--- src/rtl/gpio_pkg.sv ---
// Shared constants, FSM state type and helpers for the AXI-Lite GPIO responder.
// Register offsets are 12-bit, decoded inside a 4 KiB window.
package gpio_pkg;

    localparam logic [11:0] OFF_DATA_OUT   = 12'h000;
    localparam logic [11:0] OFF_DIR        = 12'h008;
    localparam logic [11:0] OFF_DATA_IN    = 12'h010;
    localparam logic [11:0] OFF_IRQ_EN     = 12'h018;
    localparam logic [11:0] OFF_IRQ_STATUS = 12'h020;

    localparam logic [1:0] OKAY   = 2'b00;
    localparam logic [1:0] SLVERR = 2'b10;

    typedef enum logic [1:0] {
        IDLE,
        WRESP,
        RRESP
    } state_e;

    function automatic logic is_mapped(input logic [11:0] off);
        return off inside {OFF_DATA_OUT, OFF_DIR, OFF_DATA_IN,
                           OFF_IRQ_EN, OFF_IRQ_STATUS};
    endfunction

    // Byte-lane merge of the low 32 data bits; upper lanes have no register.
    function automatic logic [31:0] merge_strb(
        input logic [31:0] old,
        input logic [31:0] d,
        input logic [3:0]  s
    );
        logic [31:0] r;
        r = old;
        for (int b = 0; b < 4; b++) begin
            if (s[b]) r[8*b +: 8] = d[8*b +: 8];
        end
        return r;
    endfunction

endpackage

--- src/rtl/gpio_sync.sv ---
// Two-flop synchronizer for asynchronous pad inputs.
// Output follows the input two clock edges later.
module gpio_sync #(
    parameter int Width = 32
) (
    input  logic             clk_i,
    input  logic             rst_ni,
    input  logic [Width-1:0] d_i,
    output logic [Width-1:0] q_o
);

    logic [Width-1:0] meta_q;

    // Resolve metastability over two stages
    always_ff @(posedge clk_i or negedge rst_ni) begin
        if (!rst_ni) begin
            meta_q <= '0;
            q_o    <= '0;
        end else begin
            meta_q <= d_i;
            q_o    <= meta_q;
        end
    end

endmodule

--- src/rtl/axi_gpio_responder.sv ---
// AXI-Lite GPIO responder: DATA_OUT/DIR/DATA_IN plus optional edge interrupts.
// Define GPIO_IRQ_EN to build IRQ_EN/IRQ_STATUS and a live irq_o.
module axi_gpio_responder
    import gpio_pkg::*;
#(
    parameter int AddrWidth = 64,
    parameter int DataWidth = 64,
    parameter int NrGpio    = 32
) (
    input  logic                 clk_i,
    input  logic                 rst_ni,
    input  logic [AddrWidth-1:0] aw_addr_i,
    input  logic                 aw_valid_i,
    output logic                 aw_ready_o,
    input  logic [63:0]          w_data_i,
    input  logic [7:0]           w_strb_i,
    input  logic                 w_valid_i,
    output logic                 w_ready_o,
    output logic [1:0]           b_resp_o,
    output logic                 b_valid_o,
    input  logic                 b_ready_i,
    input  logic [AddrWidth-1:0] ar_addr_i,
    input  logic                 ar_valid_i,
    output logic                 ar_ready_o,
    output logic [63:0]          r_data_o,
    output logic [1:0]           r_resp_o,
    output logic                 r_valid_o,
    input  logic                 r_ready_i,
    input  logic [NrGpio-1:0]    gpio_i,
    output logic [NrGpio-1:0]    gpio_o,
    output logic [NrGpio-1:0]    gpio_oe_o,
    output logic                 irq_o
);

    localparam logic [31:0] Mask = (NrGpio >= 32) ? 32'hFFFF_FFFF :
                                   32'((64'd1 << NrGpio) - 64'd1);

    state_e      state;
    logic [31:0] data_out;
    logic [31:0] dir;
    logic [31:0] irq_en_rd;
    logic [31:0] irq_sts_rd;
    logic [NrGpio-1:0] sync_q;
    logic [31:0] data_in;
    logic [11:0] waddr;
    logic [11:0] raddr;
    logic        wr_go;
    logic        rd_go;
    logic [31:0] rd_val;
    logic [31:0] wr_out;
    logic [31:0] wr_dir;
    logic        unused_bits;

    gpio_sync #(
        .Width (NrGpio)
    ) u_sync (
        .clk_i  (clk_i),
        .rst_ni (rst_ni),
        .d_i    (gpio_i),
        .q_o    (sync_q)
    );

    assign data_in = 32'(sync_q);
    assign waddr   = aw_addr_i[11:0];
    assign raddr   = ar_addr_i[11:0];

    // Readys are combinational so a complete pair handshakes the same cycle;
    // held low in reset so nothing is accepted while the FSM is forced.
    assign wr_go = rst_ni && (state == IDLE) && aw_valid_i && w_valid_i;
    assign rd_go = rst_ni && (state == IDLE) && ar_valid_i &&
                   !(aw_valid_i && w_valid_i);

    assign aw_ready_o = wr_go;
    assign w_ready_o  = wr_go;
    assign ar_ready_o = rd_go;

    assign wr_out = merge_strb(data_out, w_data_i[31:0], w_strb_i[3:0]) & Mask;
    assign wr_dir = merge_strb(dir, w_data_i[31:0], w_strb_i[3:0]) & Mask;

    assign gpio_o    = data_out[NrGpio-1:0];
    assign gpio_oe_o = dir[NrGpio-1:0];

    assign unused_bits = ^{aw_addr_i, ar_addr_i, w_data_i[63:32],
                           w_strb_i[7:4], data_out, dir, DataWidth[0]};

    // Read data mux; unmapped offsets return zero
    always_comb begin
        rd_val = '0;
        unique case (raddr)
            OFF_DATA_OUT:   rd_val = data_out;
            OFF_DIR:        rd_val = dir;
            OFF_DATA_IN:    rd_val = data_in;
            OFF_IRQ_EN:     rd_val = irq_en_rd;
            OFF_IRQ_STATUS: rd_val = irq_sts_rd;
            default:        rd_val = '0;
        endcase
    end

    // Output and direction registers, committed at the write handshake
    always_ff @(posedge clk_i or negedge rst_ni) begin
        if (!rst_ni) begin
            data_out <= '0;
            dir      <= '0;
        end else if (wr_go) begin
            if (waddr == OFF_DATA_OUT) data_out <= wr_out;
            if (waddr == OFF_DIR)      dir      <= wr_dir;
        end
    end

`ifdef GPIO_IRQ_EN
    logic [31:0] irq_en;
    logic [31:0] irq_sts;
    logic [31:0] sync_prev;
    logic [31:0] rise;
    logic [31:0] w1c;
    logic        irq_q;

    assign rise = data_in & ~sync_prev & irq_en;
    assign w1c  = (wr_go && waddr == OFF_IRQ_STATUS) ?
                  (merge_strb('0, w_data_i[31:0], w_strb_i[3:0]) & Mask) :
                  '0;

    // Edge capture; a new edge overrides a clear landing on the same bit
    always_ff @(posedge clk_i or negedge rst_ni) begin
        if (!rst_ni) begin
            irq_en    <= '0;
            irq_sts   <= '0;
            sync_prev <= '0;
            irq_q     <= 1'b0;
        end else begin
            sync_prev <= data_in;
            irq_sts   <= (irq_sts & ~w1c) | rise;
            irq_q     <= |irq_sts;
            if (wr_go && waddr == OFF_IRQ_EN) begin
                irq_en <= merge_strb(irq_en, w_data_i[31:0],
                                     w_strb_i[3:0]) & Mask;
            end
        end
    end

    assign irq_en_rd  = irq_en;
    assign irq_sts_rd = irq_sts;
    assign irq_o      = irq_q;
`else
    assign irq_en_rd  = '0;
    assign irq_sts_rd = '0;
    assign irq_o      = 1'b0;
`endif

    // Transaction FSM with registered response channels
    always_ff @(posedge clk_i or negedge rst_ni) begin
        if (!rst_ni) begin
            state     <= IDLE;
            b_valid_o <= 1'b0;
            b_resp_o  <= OKAY;
            r_valid_o <= 1'b0;
            r_resp_o  <= OKAY;
            r_data_o  <= '0;
        end else begin
            unique case (state)
                IDLE: begin
                    if (wr_go) begin
                        state     <= WRESP;
                        b_valid_o <= 1'b1;
                        b_resp_o  <= is_mapped(waddr) ? OKAY : SLVERR;
                    end else if (rd_go) begin
                        state     <= RRESP;
                        r_valid_o <= 1'b1;
                        r_resp_o  <= is_mapped(raddr) ? OKAY : SLVERR;
                        r_data_o  <= {32'h0, rd_val};
                    end
                end
                WRESP: begin
                    if (b_ready_i) begin
                        state     <= IDLE;
                        b_valid_o <= 1'b0;
                        b_resp_o  <= OKAY;
                    end
                end
                RRESP: begin
                    if (r_ready_i) begin
                        state     <= IDLE;
                        r_valid_o <= 1'b0;
                        r_resp_o  <= OKAY;
                        r_data_o  <= '0;
                    end
                end
                default: state <= IDLE;
            endcase
        end
    end

endmodule
--- config.mk ---
export PLATFORM = sky130hd
export DESIGN_NAME = axi_gpio_responder
export DESIGN_NICKNAME = d
export VERILOG_FILES = /design/src/rtl/gpio_pkg.sv /design/src/rtl/gpio_sync.sv /design/src/rtl/axi_gpio_responder.sv
export SDC_FILE = /design/constraint.sdc
export NUM_CORES = 1
export LEC_CHECK = 0
export CAP_MARGIN = 10
export CORE_AREA = 2 2 146 148
export CTS_CLUSTER_SIZE = 28
export DETAILED_ROUTE_END_ITERATION = 16
export DIE_AREA = 0 0 148 150
export GPL_TIMING_DRIVEN = 0
export PLACE_DENSITY = 0.79
export SYNTH_ARGS = -nofsm -noshare
export SYNTH_HDL_FRONTEND = slang
export SYNTH_SLANG_ARGS = --single-unit
--- constraint.sdc ---
create_clock -name clk_i -period 3.4 [get_ports clk_i]
set_input_delay 0.34 -clock clk_i [delete_from_list [all_inputs] [get_ports clk_i]]
set_output_delay 0.34 -clock clk_i [all_outputs]
set_load 0.01 [all_outputs]
## Word level (Yosys, flattened, before mapping)

Index checks and enable logic that the tools add are counted.

- Eq/ne operators: 16
- Reduce and logical (&&, ||, !) cells: 25
- Mux-type cells: 24

Operator list:

| kind | number |
|---|---|
| $mux 64 | 3 |
| $pmux 64 s2 | 1 |
| $pmux 32 s3 | 1 |
| $eq 12x5->1 const B | 4 |
| $reduce_and 3->1 | 10 |
| $eq 12x4->1 const B | 2 |
| $eq 12x6->1 const B | 2 |
| $logic_not 12->1 | 2 |
| $mux 2 | 9 |
| $ne 2x2->1 const B | 5 |
| $reduce_bool 5->1 | 2 |
| $pmux 2 s2 | 2 |
| $logic_and 1x1->1 | 6 |
| $pmux 2 s3 | 1 |
| $mux 1 | 5 |
| $pmux 1 s2 | 2 |
| $reduce_and 4->1 | 1 |
| $reduce_bool 2->1 | 2 |
| $ne 3x3->1 const B | 1 |
| $eq 2x1->1 const B | 1 |
| $eq 2x2->1 const B | 1 |
| $logic_not 2->1 | 1 |
| $logic_not 1->1 | 1 |

- Logic and storage cells: 81
- Flip-flop bits (word level): 200
- Input port bits: 239

## Longest topological paths before layout

- Word-level depth: 7
- Gate-level depth with buffers: 7
- Depth with buffers taken out: 4

## By module

From an unflattened synthesis, not the netlist that was laid out.

- Cells, all modules: 464
- Area, all modules: 6502.5 µm²

Modules (own cells, without submodules):

| module | cells an instance | times used | area each (µm²) | sequential area each (µm²) |
|---|---|---|---|---|
| axi_gpio_responder | 400 | 1 | 4901.0 | 2552.4 |
| gpio_sync | 64 | 1 | 1601.5 | 1601.5 |

## Worst setup path after synthesis

No wires, ideal clock.

- Kind: register -> register
- Start: register state[1]
- End: register data_out[0] (netlist: gpio_o[0])
- Setup time: 0.125 ns
- Slack: 1.476 ns
- Data arrival time: 1.799 ns
- Clock period less this slack: 1.924 ns
- Stages on the path, launching flop included: 7
- Data required time: 3.275 ns
- Path through: dfrtp_1 buf_6 nor4b_2 nand3b_1 buf_6 nor4b_4 mux2_2

- Cells in the longest elaborated chain, start to end: 5

RTL lines:

| what | RTL line | source |
|---|---|---|
| from (decl) | axi_gpio_responder.sv:38 | `state_e state;` |
| from (signal assigned) | axi_gpio_responder.sv:153 | `state <= IDLE;` |
| from (signal assigned) | axi_gpio_responder.sv:163 | `state <= WRESP;` |
| from (signal assigned) | axi_gpio_responder.sv:167 | `state <= RRESP;` |
| $logic_not 2->1 | axi_gpio_responder.sv:69 | `assign wr_go = rst_ni && (state == IDLE) && aw_valid_i && w_valid_i;` |
| $logic_and 1x1->1 (3 in series) | axi_gpio_responder.sv:69 |  |
| $reduce_and 3->1 (no source line) | - |  |
| to (signal assigned) | axi_gpio_responder.sv:105 | `if (waddr == OFF_DATA_OUT) data_out <= wr_out;` |
| to (decl) | axi_gpio_responder.sv:39 | `logic [31:0] data_out;` |

Every way passes these cells.
A chain may end at the register's enable or synchronous reset.

## Final worst setup path

- Start: input port rst_ni
- End: output port w_ready_o

- Cells in the longest elaborated chain, start to end: 3

RTL lines:

| what | RTL line | source |
|---|---|---|
| from (decl) | axi_gpio_responder.sv:11 | `input logic rst_ni,` |
| $logic_and 1x1->1 (3 in series) | axi_gpio_responder.sv:69 |  |
| to (decl) | axi_gpio_responder.sv:18 | `output logic w_ready_o,` |

Every way passes these cells.

==> reports/metrics.sh <==
GRT_PASS1_WL_UM=26790
SYNTH_AREA_LEADER_CELL='dfrtp_1'
FINAL_MIN_PERIOD_OVER_CLOCK_PERIOD_PCT=89.86
IRDROPWORSTVDD_mV=0.3174
SYNTH_LARGEST_TYPE_AREA_FRACTION_PCT=63.07
OVERFLOW=0
POWER.LEAKAGE_uW=0.004429
YOSYSSEQAREASHARE_PCT=63.07
AREA.GROWTH.SYNTH_TO_FINAL_PCT=47.13
FINCLKSKEW_PS=6.939
DETAILED_PLACE_HPWL_UM=12380
SYNTH.LIB_CELLS_USED.DISTINCT=33
WHS_PS=332.3
TIMING.HOLD.WORST.CLASS='primary input to asynchronous set/reset pin'
POST_CTS_RESIZE_COUNT=0
WIRE_PER_INST_UM=17.12
CTS_MADE_BUFFERS=17
SLEW_OF_THE_PIN_WITH_THE_LOWEST_SLEW_MARGIN_PS=973.4
SYN_AREA_UM2=6586
TRITONCTS_CLOCK_TREE='built'
DIE_X_UM=148
SLEW_HEADROOM_PCT=35.11
DRT_FIRST_ITER_VIOLATIONS=144
GRT_USAGE_PCT=16.05
FLOORPLAN.DIE.HEIGHT_UM=150
CLOCK_TRANSITION_TIME_AT_THE_FLIP_FLOP_CLOCK_PINS_OF_THE_WORST_SETUP_AND_HOLD_PATHS_PS=60
DIE_AREA_UM2=22200
YOSYS_WARNINGS=0
PLACED_AREA_UM2=9082
VIAS=4510
FINAL-HOLD-VIOLATION-COUNT=0
TIMING.CRITICAL_PATH.ARRIVAL_PS=2720
CRIT_PATH_END_KIND='output pin'
CP-START-KIND='primary input'
WORSTSKEWPAIRLATENCY_PS=420
DETAILED_ROUTE_WL_UM=17410
YS_TOP_CELLS_BY_AREA='dfrtp_1 63%, mux2_2 11%, mux2i_1 4.9%'
FINAL-MAX-SLEW-VIOLATION-COUNT=0
FINAL_CELL_MIX='198 x clkdlybuf4s50_1, 166 x dfrtp_1, 64 x mux2_2'
INITIAL_ANTENNA_VIOLATION_COUNT=2
MAXCAPVIOLATIONS=0
PLACE_CONGESTION=0.7397
POST-LAYOUT-TOTAL-POWER_uW=4255
VIAS_PER_INSTANCE=4.435
DRT_FIRST_PASS_ITERS=4
IOPINCOUNT=377
DETAIL_ROUTE.DRC_VIOLATIONS=0
COREAREA_UM2=20690
PERIOD_MINUS_SLACK_PS=3055
LARGEST_NET_DEGREE_AT_THE_START_OF_GLOBAL_ROUTING=91
NNETSFINAL=966
CTSHTREEMAXLEVEL=4
REQUIRED_PS=3060
INITIAL_STANDARD_CELL_UTILIZATION_OF_THE_CORE_PCT=31.83
CRITICAL_PATH_CLASS='primary input to output pin'
POSTSYNTHCELLCOUNT=472
ANT_NETS=0
CTS.ROOT.BUFFER_CELL='clkbuf_16'
NUMCLOCKSINKS=166
LAYOUT.CELLS.MOST_COMMON='clkdlybuf4s50_1'
POWER_DENSITY_OVER_CELL_AREA_nW_PER_UM2=439.1
DESIGN_AREA_UM2=9691
YOSYS_REGISTER_BITS=166
DRIVE_GT1_SHARE_PCT=21.22
RUN_STATUS='finished, final reports clean'
SETUP_VIOL_COUNT_FINAL=0
FMAX_GHz=0.3273
WORST_PATH_MAX_FANOUT=74
NUM_ROWS=53
RSZ0062_AT_GRT='no'
SYN_AVG_CELL_AREA_UM2=13.95
PORTBUFFERS=199
CTS.PATH.MAX_BUFFERS=2
FIRST_GLOBAL_VIAS=4687
synthesized netlist by cell type (all sizes together):
cell type / instances
a21o: 2
a21oi: 4
a22o: 32
a31oi: 1
and2: 2
buf: 45
clkbuf: 12
conb: 1
dfrtp: 166
inv: 5
mux2: 64
mux2i: 32
nand2: 39
nand3: 3
nand3b: 3
nor2: 4
nor2b: 1
nor3: 8
nor3b: 1
nor4: 6
nor4b: 3
o21a: 1
o21ai: 35
or2: 1
or3: 1
routing by layer:
| layer | wire length (µm) | share of wire (%) | GRT usage (%) | vias up |
|---|---|---|---|---|
| met5 | 0 | 0 | 0 | - |
| met4 | 288 | 1.7 | 5.476 | 0 |
| met3 | 1060 | 6.1 | 4.207 | 17 |
| met2 | 8454 | 49 | 26.55 | 162 |
| met1 | 7602 | 44 | 20.50 | 2221 |
| li1 | - | - | - | 2110 |
flip-flops by register name, indices dropped and copies added, names as in the netlist:
| name | cells |
|---|---|
| gpio_o | 32 |
| gpio_oe_o | 32 |
| r_data_o | 32 |
| u_sync.meta_q | 32 |
| u_sync.q_o | 32 |
| state | 2 |
| b_resp_o | 1 |
| b_valid_o | 1 |
| r_resp_o | 1 |
| r_valid_o | 1 |
cell type report:
cell class	count	area, µm²
Fill cell	1895	11000
Sequential cell	166	4154
Multi-Input combinational cell	278	2170
Timing Repair Buffer	202	2062
Clock buffer	19	452.9
Buffer	57	371.6
Tap cell	275	344.1
Clock inverter	13	112.6
Inverter	5	18.77
Antenna cell	2	5.005
cells by family (layout without fill, tap and decap cells):
group / Yosys count / in the layout / synth area share [%]
other cells: 1 / 37 / 0.05694
compound gates: 75 / 75 / 7.656
flops: 166 / 166 / 63.07
simple gates: 72 / 72 / 7.485
mux: 96 / 96 / 15.81
buf+inv: 62 / 296 / 5.927
power by group:
part,internal [µW],switching [µW]
Sequential,2030,18.3
Combinational,204,188
Clock,996,820
Total,3230,1030
critical path, cell delays in order:
cell             delay, ps
dlygate4sd3_1          560
buf_8                  170
buf_16                 300
nand3_1                120
nor3_1                 490
buf_4                  200
clkdlybuf4s50_1        520
through the flow:
stage	setup TNS [ps]	utilization (%)	setup WS (ps)	std cells
after global routing	0	46.83	118.7	1016
after floorplan	0	-	1476	506
final	0	46.84	344.8	1017
after global placement	-1364770	43.74	-5406	980
after CTS	0	46.81	307.2	1015
after detailed placement	0	43.90	267.1	981
what timing repair did:
| action | 4_1_cts | 5_1_grt |
|---|---|---|
| endpoints found under the hold margin | 90 | 0 |
| setup buffers | 0 | 0 |
| hold buffers | 2 | 0 |
worst paths after layout:
| check | startpoint | to | slack [ps] | cells past startpoint |
|---|---|---|---|---|
| hold / removal | rst_ni | gpio_oe_o[18] | 330 | 2 |
| hold reg to reg | u_sync.meta_q[14] | u_sync.q_o[14] | 350 | 0 |
| max in group asynchronous | rst_ni | gpio_oe_o[25] | 2430 | 3 |
| setup reg to reg | state[0] | gpio_o[18] | 1150 | 6 |
| setup / recovery | rst_ni | w_ready_o | 340 | 7 |
| min in group clk_i | u_sync.meta_q[14] | u_sync.q_o[14] | 350 | 0 |
Power figures use the tool's default switching activity.
